## config.mk

```make
export PLATFORM = sky130hd
export DESIGN_NAME = dla_feeder_config_dispatcher
export DESIGN_NICKNAME = d
export VERILOG_FILES = /design/src/rtl/dla_feeder_config_dispatch_pkg.sv /design/src/rtl/dla_feeder_config_dispatch_out_stage.sv /design/src/rtl/dla_feeder_config_dispatcher.sv
export SDC_FILE = /design/constraint.sdc
export NUM_CORES = 1
export LEC_CHECK = 0
export CAP_MARGIN = 20
export CORE_MARGIN = 8
export CORE_UTILIZATION = 43
export DETAILED_ROUTE_END_ITERATION = 8
export PLACE_DENSITY = 0.73
export SLEW_MARGIN = 20
export SYNTH_ARGS = -nofsm -noshare
export SYNTH_HDL_FRONTEND = slang
export SYNTH_SLANG_ARGS = --single-unit
```

## constraint.sdc

```tcl
create_clock -name clk -period 2.05 [get_ports clk]
set_clock_uncertainty 0.2 [all_clocks]
set_input_delay 0.205 -clock clk [delete_from_list [all_inputs] [get_ports clk]]
set_output_delay 0.205 -clock clk [all_outputs]
set_load 0.03 [all_outputs]
```

## src/rtl/dla_feeder_config_dispatch_pkg.sv

```systemverilog
`default_nettype none
// ============================================================================
// Module   : dla_feeder_config_dispatch_pkg
// Purpose  : Shared types, destination IDs and header decode for the input
//            feeder config dispatcher.
// Revision : 1.0  initial release
// ============================================================================
package dla_feeder_config_dispatch_pkg;

    // Packet parser states
    typedef enum logic [1:0] {
        ST_HEADER  = 2'd0,
        ST_PAYLOAD = 2'd1,
        ST_DRAIN   = 2'd2
    } state_e;

    // Error codes reported on o_error_code
    typedef enum logic [1:0] {
        ERR_NONE     = 2'd0,
        ERR_ZERO_LEN = 2'd1,
        ERR_BAD_DEST = 2'd2
    } err_code_e;

    // Destination channel IDs
    localparam int unsigned DEST_MUX    = 0;
    localparam int unsigned DEST_WRITER = 1;
    localparam int unsigned DEST_IN     = 2;
    localparam int unsigned DEST_READER = 3;
    localparam int unsigned DEST_OUT    = 4;

    // Decoded header fields, sized generously; callers truncate to their widths
    typedef struct packed {
        logic [7:0]  dest;
        logic [31:0] len;
    } hdr_t;

    // Extract length from the low bits and destination from the field above it;
    // everything above the destination field is ignored.
    function automatic hdr_t decode_header(input logic [63:0] hdr,
                                           input int unsigned len_w,
                                           input int unsigned dest_w);
        hdr_t        r;
        logic [63:0] len_mask;
        logic [63:0] dest_mask;
        len_mask  = (64'd1 << len_w) - 64'd1;
        dest_mask = (64'd1 << dest_w) - 64'd1;
        r.len     = 32'(hdr & len_mask);
        r.dest    = 8'((hdr >> len_w) & dest_mask);
        return r;
    endfunction

endpackage : dla_feeder_config_dispatch_pkg
`default_nettype wire

```

## src/rtl/dla_feeder_config_dispatch_out_stage.sv

```systemverilog
`default_nettype none
// ============================================================================
// Module   : dla_feeder_config_dispatch_out_stage
// Purpose  : Single-entry registered output holding one payload word with a
//            destination tag, fanned out as a one-hot valid vector.
// Revision : 1.0  initial release
// ============================================================================
module dla_feeder_config_dispatch_out_stage #(
    parameter int CONFIG_WIDTH = 32,
    parameter int NUM_DEST     = 5,
    parameter int SEL_WIDTH    = 3
) (
    input  logic                    clk,
    input  logic                    i_sclr,
    input  logic                    i_load,
    input  logic [CONFIG_WIDTH-1:0] i_load_data,
    input  logic [SEL_WIDTH-1:0]    i_load_dest,
    input  logic [NUM_DEST-1:0]     i_dest_ready,
    output logic [CONFIG_WIDTH-1:0] o_dest_data,
    output logic [NUM_DEST-1:0]     o_dest_valid,
    output logic                    o_valid,
    output logic                    o_can_accept
);

    logic                    valid_q;
    logic [SEL_WIDTH-1:0]    dest_q;
    logic [CONFIG_WIDTH-1:0] data_q;
    logic                    w_handshake;

    // Only the addressed channel's ready can complete the handshake
    assign w_handshake  = |(o_dest_valid & i_dest_ready);
    assign o_can_accept = !valid_q || w_handshake;
    assign o_valid      = valid_q;
    assign o_dest_data  = data_q;

    generate
        for (genvar k = 0; k < NUM_DEST; k++) begin : g_fanout
            assign o_dest_valid[k] = valid_q && (dest_q == SEL_WIDTH'(k));
        end
    endgenerate

    // Load takes priority over draining so a same-cycle reload keeps the stage full
    always_ff @(posedge clk) begin
        if (i_sclr) begin
            valid_q <= 1'b0;
            dest_q  <= '0;
            data_q  <= '0;
        end else if (i_load) begin
            valid_q <= 1'b1;
            dest_q  <= i_load_dest;
            data_q  <= i_load_data;
        end else if (w_handshake) begin
            valid_q <= 1'b0;
        end
    end

endmodule : dla_feeder_config_dispatch_out_stage
`default_nettype wire

```

## src/rtl/dla_feeder_config_dispatcher.sv

```systemverilog
`default_nettype none
// ============================================================================
// Module   : dla_feeder_config_dispatcher
// Purpose  : Splits a serial header+payload config stream into the five
//            input-feeder config channels (mux, writer, in, reader, out).
// Revision : 1.0  initial release
// ============================================================================
module dla_feeder_config_dispatcher
    import dla_feeder_config_dispatch_pkg::*;
#(
    parameter int CONFIG_WIDTH = 32,
    parameter int NUM_DEST     = 5,
    parameter int LEN_WIDTH    = 16,
    parameter int DEST_WIDTH   = 3
) (
    input  logic                    clk,
    input  logic                    i_sclr,
    input  logic [CONFIG_WIDTH-1:0] i_config_data,
    input  logic                    i_config_valid,
    output logic                    o_config_ready,
    output logic [CONFIG_WIDTH-1:0] o_dest_data,
    output logic [NUM_DEST-1:0]     o_dest_valid,
    input  logic [NUM_DEST-1:0]     i_dest_ready,
    output logic                    o_busy,
    output logic                    o_error,
    output logic [1:0]              o_error_code,
    input  logic                    i_error_clear
);

    localparam logic [7:0] C_NUM_DEST = 8'(NUM_DEST);

    state_e                 state_q, state_d;
    logic [LEN_WIDTH-1:0]   cnt_q, cnt_d;
    logic [DEST_WIDTH-1:0]  sel_q, sel_d;
    logic                   error_q;
    err_code_e              err_code_q;

    hdr_t                   w_hdr;
    logic [LEN_WIDTH-1:0]   w_hdr_len;
    logic [DEST_WIDTH-1:0]  w_hdr_dest;
    logic                   w_len_zero;
    logic                   w_dest_bad;
    logic                   w_accept;
    logic                   w_load;
    logic                   w_stage_can_accept;
    logic                   w_stage_valid;
    logic                   w_err_set;
    err_code_e              w_err_code;

    assign w_hdr      = decode_header(64'(i_config_data), LEN_WIDTH, DEST_WIDTH);
    assign w_hdr_len  = LEN_WIDTH'(w_hdr.len);
    assign w_hdr_dest = DEST_WIDTH'(w_hdr.dest);
    assign w_len_zero = (w_hdr.len == 32'd0);
    assign w_dest_bad = (w_hdr.dest >= C_NUM_DEST);

    // Only payload words can be back-pressured; headers and drained words always flow
    assign o_config_ready = (state_q == ST_PAYLOAD) ? w_stage_can_accept : 1'b1;
    assign w_accept       = i_config_valid && o_config_ready;
    assign o_busy         = (state_q != ST_HEADER) || w_stage_valid;
    assign o_error        = error_q;
    assign o_error_code   = err_code_q;

    // Next-state decode of the packet parser
    always_comb begin
        state_d    = state_q;
        cnt_d      = cnt_q;
        sel_d      = sel_q;
        w_load     = 1'b0;
        w_err_set  = 1'b0;
        w_err_code = ERR_NONE;
        case (state_q)
            ST_HEADER: begin
                if (w_accept) begin
                    if (w_len_zero) begin
                        w_err_set  = 1'b1;
                        w_err_code = ERR_ZERO_LEN;
                    end else if (w_dest_bad) begin
                        w_err_set  = 1'b1;
                        w_err_code = ERR_BAD_DEST;
                        cnt_d      = w_hdr_len;
                        state_d    = ST_DRAIN;
                    end else begin
                        cnt_d   = w_hdr_len;
                        sel_d   = w_hdr_dest;
                        state_d = ST_PAYLOAD;
                    end
                end
            end
            ST_PAYLOAD: begin
                if (w_accept) begin
                    w_load = 1'b1;
                    cnt_d  = cnt_q - LEN_WIDTH'(1);
                    if (cnt_q == LEN_WIDTH'(1)) begin
                        state_d = ST_HEADER;
                    end
                end
            end
            ST_DRAIN: begin
                if (w_accept) begin
                    cnt_d = cnt_q - LEN_WIDTH'(1);
                    if (cnt_q == LEN_WIDTH'(1)) begin
                        state_d = ST_HEADER;
                    end
                end
            end
            default: state_d = ST_HEADER;
        endcase
    end

    // Parser state, remaining-length counter and latched destination
    always_ff @(posedge clk) begin
        if (i_sclr) begin
            state_q <= ST_HEADER;
            cnt_q   <= '0;
            sel_q   <= '0;
        end else begin
            state_q <= state_d;
            cnt_q   <= cnt_d;
            sel_q   <= sel_d;
        end
    end

    // Sticky error keeps only the first code; a clear beats a simultaneous new error
    always_ff @(posedge clk) begin
        if (i_sclr || i_error_clear) begin
            error_q    <= 1'b0;
            err_code_q <= ERR_NONE;
        end else if (w_err_set && !error_q) begin
            error_q    <= 1'b1;
            err_code_q <= w_err_code;
        end
    end

    dla_feeder_config_dispatch_out_stage #(
        .CONFIG_WIDTH (CONFIG_WIDTH),
        .NUM_DEST     (NUM_DEST),
        .SEL_WIDTH    (DEST_WIDTH)
    ) u_out_stage (
        .clk          (clk),
        .i_sclr       (i_sclr),
        .i_load       (w_load),
        .i_load_data  (i_config_data),
        .i_load_dest  (sel_q),
        .i_dest_ready (i_dest_ready),
        .o_dest_data  (o_dest_data),
        .o_dest_valid (o_dest_valid),
        .o_valid      (w_stage_valid),
        .o_can_accept (w_stage_can_accept)
    );

    // A stalled sender must keep its word unchanged until accepted
    property p_hold_while_stalled;
        @(posedge clk) disable iff (i_sclr)
        (i_config_valid && !o_config_ready) |=> $stable(i_config_data);
    endproperty
    a_hold_while_stalled: assert property (p_hold_while_stalled);

endmodule : dla_feeder_config_dispatcher
`default_nettype wire
```

Yosys cells after proc, flatten, opt, wreduce, memory -nomap -nowiden
Cells that the tools add are included.
{ "op_classes": {"add_sub_neg": 1, "magnitude_cmp": 1, "eq_ne": 11, "n_mux": 23, "n_bitwise": 3, "reduce_logical": 23} }
{ "ops": {"columns": ["operator", "count"], "rows": [
  ["16-bit 2-to-1 mux", 3],
  ["32-bit zero test", 1],
  ["16-bit one-hot mux with 2 select lines", 1],
  ["2-bit 2-to-1 mux", 9],
  ["16-bit by 1-bit equality test with 1-bit output, second input constant", 1],
  ["16-bit by 1-bit subtractor with 16-bit output, second input constant", 1],
  ["4-bit AND reduction", 3],
  ["1-bit 2-to-1 mux", 9],
  ["1-bit logical AND", 7],
  ["3-bit by 2-bit equality test with 1-bit output, second input constant", 2],
  ["2-bit nonzero test", 3],
  ["5-bit AND", 1],
  ["5-bit OR reduction", 1],
  ["2-bit by 1-bit != test with 1-bit output, second input constant", 2],
  ["2-bit != test, second input constant", 2],
  ["2-bit one-hot mux with 2 select lines", 1],
  ["3-bit by 1-bit equality test with 1-bit output, second input constant", 1],
  ["3-bit equality test, second input constant", 1],
  ["3-bit greater-or-equal comparator, second input constant", 1],
  ["3-bit zero test", 1],
  ["1-bit logical OR", 3],
  ["2-bit by 1-bit equality test with 1-bit output, second input constant", 1],
  ["2-bit equality test, second input constant", 1],
  ["1-bit zero test", 2],
  ["3 further kinds", 4]
]} }
{ "word_totals": {"register_bits": 60, "inputBits": 41, "output_inout_bits": 42, "wordCells": 70} }

Longest topological paths before layout
Gate-level depths: netlist of the first run.
{ "depth": {"ltp_word": 10, "mapped_depth": 8, "depth_no_buf": 7} }

Modules after synthesis
Synthesis of the first run repeated with hierarchy kept, for this count alone.
{ "hier_totals": {"hier_cells": 327, "hier_area_um2": 2891.5} }
{ "modules_own_cells": {"columns": ["module", "instances", "cells_each", "area_each_um2", "seq_area_each_um2"], "rows": [
  ["dla_feeder_config_dispatcher", 1, 192, 1501.4, 480.5],
  ["dla_feeder_config_dispatch_out_stage", 1, 135, 1390.1, 720.7]
]} }

Worst setup path before layout of the first run
Ideal clock, no wire load.
{ "synth_timing": {"path_kind": "register to register", "from": "register cnt_q[0]", "to": "register cnt_q[14]", "setup_time_ns": 0.132, "arrival_ns": 1.922, "t_required_ns": 1.718, "slack_ns": -0.204, "path_stages_with_launch": 9, "n_path_buf": 1, "synth_period_minus_slack_ns": 2.254, "cell_sequence": "dfxtp_1 > inv_1 > ha_1 > or3b_1 > clkbuf_1 > or3_1 > o21a_1 > o311ai_1 > o31ai_1"} }
{ "synth_via": {"elab_chain_cells": 3} }
{ "synth_rtl": {"columns": ["element", "line_no", "rtl"], "rows": [
  ["from (decl)", "dla_feeder_config_dispatcher.sv:33", "logic [LEN_WIDTH-1:0] cnt_q, cnt_d;"],
  ["from (signal assigned)", "dla_feeder_config_dispatcher.sv:118", "cnt_q <= cnt_d;"],
  ["16-bit by 1-bit subtractor with 16-bit output", "dla_feeder_config_dispatcher.sv:92, dla_feeder_config_dispatcher.sv:100", null],
  ["16-bit 2-to-1 mux", "dla_feeder_config_dispatcher.sv:90, dla_feeder_config_dispatcher.sv:99", null],
  ["16-bit one-hot mux with 2 select lines", "dla_feeder_config_dispatcher.sv:71", "case (state_q)"]
]} }
Every way passes these cells. The select of a mux whose other input is x is not followed.
A chain may end at the register's enable or synchronous reset.

Worst setup path after layout of the first run
{ "layout_timing": {"from": "register cnt_q[7]", "to": "register cnt_q[14]"} }
The elaborated chain is that of the path after synthesis.

==> impl_summary.md, run 1 <==
Timing
Headroom to the max-slew limit came out at 60.8%. The transition at the pin with the smallest max-transition slack is 587 ps. The fmax is 462 MHz. The time the final worst path needs with I/O delays and setup is 2170 ps.

In the finished design, the share of the clock period the worst path needs comes to 106%. Setup repair after global routing could not meet its margin everywhere. Setup violations remaining at the end of the flow were counted as 8. The final hold violation count is 0. The worst setup margin is -117 ps.

The count of final max-slew check failures is 0.

Logic synthesis
For this run, asynchronously set or reset flops after synthesis account for 0%. Synthesis handed over a netlist of 370 instances. The combined area of all synthesized cells is about 2900 sq um. The predominant post-synthesis flop cell is dfxtp_1. Dividing the synthesized area by the synthesized cell count gives 7.96 sq um.

The number of nets in the synthesized netlist is 415. The count of flip-flops with a built-in enable after synthesis is 0. In this run, synthesis produced a sequential element count of 60.

The total of warnings raised by yosys is 0. Summing the sequential cell areas from Yosys gives about 41% of the chip area. The count of unique library cells instantiated by Yosys is 50.

Floorplanning
83 I/O pins were placed. The height of the chip is 98.7 microns. For this configuration, the core starts out at a cell density of 43.8%. The floorplan step set the die width to 98.7 microns. The area of the core is 6720 sq um. The area enclosed by the die boundary is 9750 sq um. The standard-cell row count is 30.

Status
The run finished, with violations left. The final reports fail on setup timing.

CTS
The source-to-sink clock delay at the later pin of the worst-skew pair is 350 ps. The tree built by TritonCTS fans out to 60 sinks. The root buffer cell is clkbuf_8. The quantity of hold-fixing buffers added after cts is 0. The clock tree synthesis step divided the H-tree into 3 levels. TritonCTS built the clock tree.

Counting the buffers created by CTS gives 9. The post-CTS clock slew at the launch and capture registers of the worst setup and hold paths is 70 ps. The maximum root-to-sink buffer count is 2.

Placed design
The worst setup slack before clock tree synthesis is -540 ps. Including well taps, the total number of placed cells is 571. The sum of net half-perimeters after detailed placement is 7.00 mm. The last weighted congestion value of the routability-driven placer is 0.880. The placed instance area is 4310 sq um. The number of port buffers is 82.

Job
Max-cap violations in this run came to 0.

Hold path
The startpoint of the lowest-slack hold path is i_sclr. The worst min-delay path class is in2reg.

Detailed routing
After detailed routing, the average wire length per cell comes to 17.4 microns. The routed layout has 3366 vias. The pre-antenna-repair detailed-routing pass consisted of 4 iterations. After detailed routing, the total wire length is between 10 and 15 mm. The count of nets left with antenna violations once routing finished came out at 0. Using the TritonRoute via totals, the vias-per-cell ratio works out to 5.66. The detailed router finished its first iteration with 163 violations. The post-detailed-route DRC marker count is 0.

Critical path
The endpoint kind of the worst setup timing path is a register. Data on the critical path arrives at its endpoint at 2190 ps. The capturing point of the worst reg2reg path is cnt_q[14].

The worst reg-to-reg path cell count is 5. The worst setup path endpoint is cnt_q[14]. The origin of the critical flop-to-flop path is cnt_q[7]. The maximum cell stage delay along the critical path is 480 ps.

The first element of the critical path is cnt_q[7]. The register-to-register path setup slack is -120 ps. For this design, the slowest cell found on the critical path is or3_1. Along the worst path, the maximum fanout reaches 6. Traced cell by cell, the critical path runs through or3_1 > or3_4 > o21a_1 > o311ai_1 > o31ai_1.

The worst path required time is 2070 ps. The launching element type of the critical path is a register. By startpoint and endpoint, the worst setup path is classified as reg2reg.

Global routing
The number of antenna violations at the first check in global routing is 0. The first global-routing pass estimated around 16 mm of wire. The maximum number of pins on one net before global-route repair is 36. The overall fraction of global-route tracks in use is between 20% and 30%. The number of global-route vias before repair is 3246. The overall overflow remaining after global route is 0.

Pwr
The analysis attributes to cell leakage a power of between 1.5 and 2 nW. The power per cell area is 1430 nW/um^2. The overall power after layout is 6.91 mW. Across the VDD grid, the largest voltage drop is 0.000871 V.

Finish
Relative to the synthesized area, the layout overhead comes to 64.7%. Excluding fillers, the count of instances in the completed layout stands at 595. With fillers left out, the area of the finished cells amounts to 4850 sq um.

The utilization after layout is 72.2%. The number of antenna cells inserted is 0. The post-route netlist has between 20% and 30% of its cells at a drive strength greater than 1. The final net count is 556. The commonest non-fill, non-tap cell in the layout is nand2_1. The library cells used most frequently in the layout, excluding fill and tap cells, are nand2_1 (86), clkdlybuf4s50_1 (72), buf_4 (61).
-- sequential cells by signal, summed over array words and instances (netlist names) --
name                     count
u_out_stage.o_dest_data     32
cnt_q                       16
sel_q                        3
u_out_stage.dest_q           3
o_error_code                 2
state_q                      2
o_error                      1
u_out_stage.o_valid          1
-- how the worst min path moves through the flow --
stage                     cells after the start  slack [ps]                          end
after floorplan                               2         140   u_out_stage.o_dest_data[0]
after global placement                        2         240        u_out_stage.dest_q[2]
after detailed placement                      2         250  u_out_stage.o_dest_data[23]
after CTS                                     2          60  u_out_stage.o_dest_data[20]
after global routing                          2         100  u_out_stage.o_dest_data[20]
final                                         2          80  u_out_stage.o_dest_data[20]
-- final cells by class --
| type | instances | area [sq um] |
|---|---|---|
| fillers | 499 | 1870 |
| multi-input cells | 275 | 1810 |
| repair buffers | 157 | 1470 |
| flip-flops and latches | 60 | 1210 |
| clock buffers | 11 | 151 |
| well taps | 80 | 100 |
| clock inverters | 4 | 72.6 |
| inverters | 8 | 30.0 |
-- worst max-delay path: cells and delay by family (launching register included) --
kind	cells	cell delay (ps)
AO/OA/AOI/OAI	3	520
AND/OR/NAND/NOR	2	920
flip-flops	1	390
-- metrics by stage --
step | TNS (ps) | hold WS (ps)
after CTS | -261 | 64.5
final | -548 | 76.5
after global routing | -1440 | 99.8
after global placement | -13650 | 236
after detailed placement | -14310 | 246
after floorplan | -239 | 141
-- kinds of logic after synthesis --
logic type / after synthesis / share of synthesized area (%)
compound gates: 106 / 25.0
simple gates: 157 / 24.8
fa+ha+maj: 4 / 1.70
mux: 8 / 2.76
buf+inv: 35 / 4.97
flops: 60 / 40.8
-- metal layers --
layer / global-route usage [%] / up-vias / wire length (microns) / part of all wire, %
li1: - / 1615 / - / -
met1: 22.8 / 1599 / 4220 / 41
met2: 35.6 / 126 / 5190 / 50
met3: 4.79 / 26 / 665 / 6.4
met4: 10.0 / 0 / 297 / 2.9
met5: 0 / - / 0 / 0
-- cell usage after synthesis (3+ instances only) --
library cell  instances  area (sq um)
mux2i_1               7          70.1
nor4_1                8          50.1
dfxtp_1              60          1200
nor2_1               25          93.8
ha_1                  4          50.1
or3_1                 3          18.8
o21ai_1               3          15.0
a211oi_1              4          30.0
o21a_1                6          45.0
o311ai_1              8          70.1
buf_2                 9          45.0
nor3_1               11          55.1
nand2_1              86           323
clkbuf_1             17          63.8
and3_1                4          25.0
o31ai_1              11          82.6
o32ai_2               3          48.8
a21oi_1              52           260
inv_1                 8          30.0
or4_1                 3          22.5
-- report_power, final --
part	leakage [nW]	internal, mW	switching, mW
logic	1.27	1.98	2.11
clock network	0.111	0.742	0.482
registers	0.491	1.41	0.191
total	1.87	4.13	2.78
-- timing repair --
action / 4_1_cts / 5_1_grt
cloned: 0 / 1
setup buffers: 4 / 5
pin swaps: 9 / 20
setup endpoints to repair: 31 / 42
resized for setup: 23 / 44
Note: power is estimated with default switching activity, not from simulation.
==> inputs of run 2 (changes only) <==
Settings changed: ABC_CLOCK_PERIOD_IN_PS from default to 2050.
==> results of run 2 <==
The final DEF is identical to that of run 1; final timing and power are the same.
